$ cat src/rtl/sync_fifo_cfg.sv
// Single-clock FIFO with a selectable registered or first-word-fall-through read port,
// registered threshold flags, occupancy count, sticky error flags and a synchronous flush.
module sync_fifo_cfg #(
  parameter int WIDTH         = 8,
  parameter int DEPTH         = 16,
  parameter int PTR_WIDTH     = 4,
  parameter int FWFT          = 0,
  parameter int AFULL_THRESH  = 12,
  parameter int AEMPTY_THRESH = 4
) (
  input  logic                 clk,
  input  logic                 rst,
  input  logic                 clear,
  input  logic                 write_en,
  input  logic [WIDTH-1:0]     wdata,
  input  logic                 read_en,
  output logic [WIDTH-1:0]     rdata,
  output logic                 full,
  output logic                 empty,
  output logic                 almost_full,
  output logic                 almost_empty,
  output logic [PTR_WIDTH:0]   count,
  output logic                 overflow,
  output logic                 underflow
);

  localparam logic [PTR_WIDTH:0] DEPTH_C  = (PTR_WIDTH+1)'(DEPTH);
  localparam logic [PTR_WIDTH:0] AFULL_C  = (PTR_WIDTH+1)'(AFULL_THRESH);
  localparam logic [PTR_WIDTH:0] AEMPTY_C = (PTR_WIDTH+1)'(AEMPTY_THRESH);
  localparam logic [PTR_WIDTH:0] ONE_C    = {{PTR_WIDTH{1'b0}}, 1'b1};

  logic [WIDTH-1:0]   mem [DEPTH];
  logic [PTR_WIDTH:0] wr_ptr;
  logic [PTR_WIDTH:0] rd_ptr;
  logic [PTR_WIDTH:0] wr_next;
  logic [PTR_WIDTH:0] rd_next;
  logic [PTR_WIDTH:0] count_next;
  logic               wr_acc;
  logic               rd_acc;

  // clear wins over both requests, so neither is accepted in a flush cycle
  always_comb begin
    wr_acc     = write_en && !full && !clear;
    rd_acc     = read_en && !empty && !clear;
    wr_next    = wr_ptr + {{PTR_WIDTH{1'b0}}, wr_acc};
    rd_next    = rd_ptr + {{PTR_WIDTH{1'b0}}, rd_acc};
    count_next = count;
    if (clear)
      count_next = '0;
    else if (wr_acc && !rd_acc)
      count_next = count + ONE_C;
    else if (rd_acc && !wr_acc)
      count_next = count - ONE_C;
  end

  always_ff @(posedge clk) begin
    if (wr_acc)
      mem[wr_ptr[PTR_WIDTH-1:0]] <= wdata;
  end

  always_ff @(posedge clk or posedge rst) begin
    if (rst) begin
      wr_ptr       <= '0;
      rd_ptr       <= '0;
      count        <= '0;
      full         <= 1'b0;
      empty        <= 1'b1;
      almost_full  <= 1'b0;
      almost_empty <= 1'b1;
      overflow     <= 1'b0;
      underflow    <= 1'b0;
    end else begin
      wr_ptr       <= clear ? '0 : wr_next;
      rd_ptr       <= clear ? '0 : rd_next;
      count        <= count_next;
      full         <= (count_next == DEPTH_C);
      empty        <= (count_next == '0);
      almost_full  <= (count_next >= AFULL_C);
      almost_empty <= (count_next <= AEMPTY_C);
      overflow     <= !clear && (overflow  || (write_en && full));
      underflow    <= !clear && (underflow || (read_en && empty));
    end
  end

  // In FWFT mode rdata is preloaded with the next head; when that head is being
  // written this very cycle the memory still holds stale data, so bypass wdata.
  always_ff @(posedge clk or posedge rst) begin
    if (rst) begin
      rdata <= '0;
    end else if (FWFT == 0) begin
      if (rd_acc)
        rdata <= mem[rd_ptr[PTR_WIDTH-1:0]];
    end else if (count_next != '0) begin
      if (wr_acc && (wr_ptr == rd_next))
        rdata <= wdata;
      else
        rdata <= mem[rd_next[PTR_WIDTH-1:0]];
    end
  end

endmodule

$ cat config.mk
export PLATFORM = sky130hd
export DESIGN_NAME = sync_fifo_cfg
export DESIGN_NICKNAME = d
export VERILOG_FILES = /design/src/rtl/sync_fifo_cfg.sv
export SDC_FILE = /design/constraint.sdc
export NUM_CORES = 1
export LEC_CHECK = 0
export ABC_AREA = 1
export BUFFER_PORTS_ARGS = -buffer_cell sky130_fd_sc_hd__buf_4
export CAP_MARGIN = 20
export CORE_MARGIN = 4
export CORE_UTILIZATION = 40
export DETAILED_ROUTE_END_ITERATION = 7
export GPL_TIMING_DRIVEN = 0
export PLACE_DENSITY_LB_ADDON = 0.3
export SLEW_MARGIN = 20
export SYNTH_ARGS = -nofsm -noshare
export SYNTH_HDL_FRONTEND = slang
export SYNTH_SLANG_ARGS = --single-unit
$ cat constraint.sdc
create_clock -name clk -period 5 [get_ports clk]
set_clock_uncertainty 0.1 [all_clocks]
set_input_delay 1 -clock clk [delete_from_list [all_inputs] [get_ports clk]]
set_output_delay 1 -clock clk [all_outputs]
set_load 0.005 [all_outputs]
### Word-level counts from Yosys, hierarchy flattened

Memory sizes are Yosys's and may differ from the RTL's. A register that Yosys moved wholly into a read port is not among the register bits.
Cells that the tools add are included.

* bits in registers: 21
* bits in writable memories: 128
* input bits: 13
* output and inout bits: 19
* logic and storage cells: 42
* memories: 1

* add/sub/neg operators: 4
* order comparisons: 2
* eq/ne operators: 1
* multiplexer cells: 7
* reductions and logical operators: 18

Memory list
* mem: words 16, bits a word 8, read ports 1, clocked after Yosys merged registers in 1, write ports 1, RTL line 32 `logic [WIDTH-1:0] mem [DEPTH];`

Operators by type and width (number)
* $mux W5: 5
* $add A5 B1 Y5: 2
* $logic_and A1 B1 Y1: 10
* $add A5 B1 Y5 const B: 1
* $eq A5 B5 Y1 const B: 1
* $ge A5 B4 Y1 const B: 1
* $le A5 B3 Y1 const B: 1
* $logic_not A1 Y1: 5
* $logic_not A5 Y1: 1
* $sub A5 B1 Y5 const B: 1
* $logic_or A1 B1 Y1: 2
* $mux W1: 2

### Logic depth before layout (Yosys ltp)

* depth in word-level cells: 9
* depth in mapped cells: 13
* mapped depth without buffers: 13

### Worst setup path before layout

No wires, ideal clock.

* path kind: input port to flip-flop
* from: input port clear
* to: memory mem[0][0] (enable)
* library setup time: 370 ps
* arrival: 1897 ps
* setup slack: 2633 ps
* stages: 5
* path buffers: 0
* cell sequence: inv_2 > nand3_1 > inv_1 > nand3_1 > nor2_1

* word-level cells in the longest chain between the ends: 4

Ends and longest elaborated chain
* start, declared: RTL line 13 `input logic clear,`
* $logic_not A1 Y1: RTL line 43 `wr_acc = write_en && !full && !clear;`
* $logic_and A1 B1 Y1: RTL line 43
* $mux W1: RTL line 57 `if (wr_acc)`
* $mux W1 (not written as such): RTL line 58 `mem[wr_ptr[PTR_WIDTH-1:0]] <= wdata;`
* end, declared: RTL line 32

Every way passes these cells.

### Final worst setup path

* from: input port clear
* to: memory mem[6][0] (enable)

The elaborated chain is that of the path after synthesis.

==> results.cfg <==
[finish]
final_net_count = 642
drive_above_1_share_pct = 14.8
multiInputGateArea_sq_um = 1730
final_util_pct = 47.4
final_cell_count_no_fill = 852
syn2layout_area_growth_pct = 16.3
ff_latch_area_sq_um = 4520
fin_area_sq_um = 7530
fillCellCount = 1474
antenna_cells = 0

[sta]
rsz0062_at_grt = false
worst_slack_ns = 2.28
final.min_clock_period_ns = 2.72
finalCritPeriodShare_pct = 54.4
worst_pin_slew_ns = 0.871
setup_viol = 0
setup_tns_ns = 0
hold_viol_final = 0
fmax_mhz = 367
slew_viol_final = 0
slew_headroom_pct = 41.7

[floorplanning]
coreArea_sq_um = 15900
rows = 46
die_w_microns = 135
io_pins = 32
die_h_microns = 135
start_util_pct = 40.8
dieArea_sq_um = 18300

[global_route]
grt_pass1_vias = 4448
antenna_found_initial = 0
grt_max_degree = 28
grt.total_usage_pct = 17.0
grt_overflow = 0
grt_pass1_wl_microns = 23300

[power]
cellLeakagePower_uw = 0.00292
p_per_area_nw_per_um2 = 416
peakVddDrop_mv = 0.211

[placement]
portBuffers = 31
routabilityCongestion = 0.867
dp_cells = 820
place.detailed.hpwl_microns = 10100
dpl-instance-area_sq_um = 6980
dpl_worst_slack_ns = 1.86

[cts]
hold_buffers = 0
clockBufferDepth = 2
clockRootBuffer = clkbuf_16
cts_tree = built
cts_max_level = 4
cts.clk_slew.worst_paths_ns = 0.06
clk_latency_ns = 0.42
postCtsSetupRepairBufs = 0
cts_resized = 0
cts_inserted_buffers = 17
cts.sinks = 155

[route]
drt_pre_antenna_iters = 4
route.detailed.drc = 0
wl_per_cell_microns = 17.2
drt_wl_total_microns = 14700
vias_per_cell = 5.09
ant_nets = 0
vias = 4333
drt_iter0_drc = 368

[synthesis]
synth_nets = 592
synth_top_cell_area_share_pct = 59.3
syn_avg_cell_area_sq_um = 11.3
synthesis.area_sq_um = 6480
synth_warnings = 0
synth_flop_cell = edfxtp_1
async_flop_share_pct = 17.4
seq_area_frac_synth_pct = 69.8
synth.area.top_cells = edfxtp_1 59%, dfrtp_1 9.7%, nand2_1 7.5%, nor2_1 4.6%, o21ai_0 3.7%
postSynthCellCount = 573
yosys_register_bits = 155
synthMostInstantiatedCell = nand2_1
ys_types = 29
synthTopCellsByCount = 129 x nand2_1, 128 x edfxtp_1, 79 x nor2_1, 48 x o21ai_0, 29 x inv_1
synth-edff-count = 128
yosysTopAreaCell = edfxtp_1

[run]
max-cap-violations = 0

[worst_setup_path]
worst_setup_path_start_kind = input port
cp.required_ns = 4.94
critPathKind = in -> reg
cp.arrival_ns = 2.67
cp_max_fo = 8
end_kind = flip-flop

[hold_path]
min-delay-path-class = reg -> reg

[run_status]
status = complete, no violations
final cells by class:
cell class | instances | area share, %
multi-input combinational | 362 | 23.0
inverter | 35 | 1.74
buffer | 21 | 1.30
tap | 216 | 3.59
sequential | 155 | 60.0
clock inverter | 15 | 1.66
timing repair buffer | 31 | 3.09
clock buffer | 17 | 5.65
metal layers:
layer | up-vias | track usage [%] | wire (microns)
li1 | 2083 | - | -
met1 | 2099 | 21.6 | 6010
met2 | 117 | 27.9 | 7490
met3 | 34 | 3.97 | 720
met4 | 0 | 7.84 | 437
met5 | - | 0 | 0
report_power, final:
part	switching [uW]	internal, uW	leakage (uW)	total, uW
logic	272	167	0.00115	439
clock network	508	682	0.000269	1190
registers	38.9	1460	0.00150	1500
total	819	2310	0.00292	3130
cells by family (layout without fill, tap and decap cells):
kind of cell | Yosys count | in the layout | synth area share, %
AND/OR/NAND/NOR | 246 | 246 | 15.9
AO/OA/AOI/OAI | 107 | 107 | 9.27
buffers and inverters | 56 | 119 | 3.53
adder cells (fa/ha/maj) | 6 | 6 | 1.16
flip-flops | 155 | 155 | 69.8
XOR/XNOR | 3 | 3 | 0.406
path summary, 6_finish.rpt:
kind	startpoint	to	slack, ns	cells after the start
min	rdata[2]$_DFFE_PP0N_	rdata[2]$_DFFE_PP0N_	0.39	2
max reg2reg	full$_DFF_PP0_	mem[6][0]$_DFFE_PP_	2.66	5
min reg2reg	rdata[2]$_DFFE_PP0N_	rdata[2]$_DFFE_PP0N_	0.39	2
min in group asynchronous	rst	rdata[2]$_DFFE_PP0N_	0.54	2
max in group asynchronous	rst	rd_ptr[1]$_DFF_PP0_	3.87	2
max	clear	mem[6][0]$_DFFE_PP_	2.28	6
flip-flops by register name, summed over array words and instances, names as in the netlist:
| register | cells |
|---|---|
| almost_empty | 1 |
| mem | 128 |
| overflow | 1 |
| rd_ptr | 4 |
| full | 1 |
| empty | 1 |
| wr_ptr | 4 |
| almost_full | 1 |
| count | 5 |
| underflow | 1 |
| rdata | 8 |
layout by cell type, fill, tap and decap left out, types with 3 or more instances in the layout:
cell type    n
o22ai_1     16
ha_1         6
a21boi_0    12
nor2_4       3
nand2_1    129
dfrtp_1     25
inv_2        7
nand3_1     21
nand2_2      5
a21oi_1     21
clkbuf_1     9
edfxtp_1   128
clkinv_2     4
o21ai_1      4
buf_4       33
nand3_2      3
a21boi_1     4
clkbuf_16   17
nor2_1      79
inv_6        3
o21ai_0     48
clkinv_4     3
buf_2        9
inv_1       28
metrics by stage:
step | hold WS (ns) | total power [uW]
after floorplan | 0.373 | 1770
after global placement | 0.373 | 1960
after detailed placement | 0.379 | 1970
after CTS | 0.394 | 3160
after global routing | 0.409 | 3270
final | 0.391 | 3130
worst max-delay path, cell delays in order:
cell     delay, ns
buf_4         0.14
inv_2         0.16
nand3_1       0.19
inv_1         0.18
nand3_1       0.25
nor2_1        0.74
Note: power is estimated with default switching activity, not from simulation.
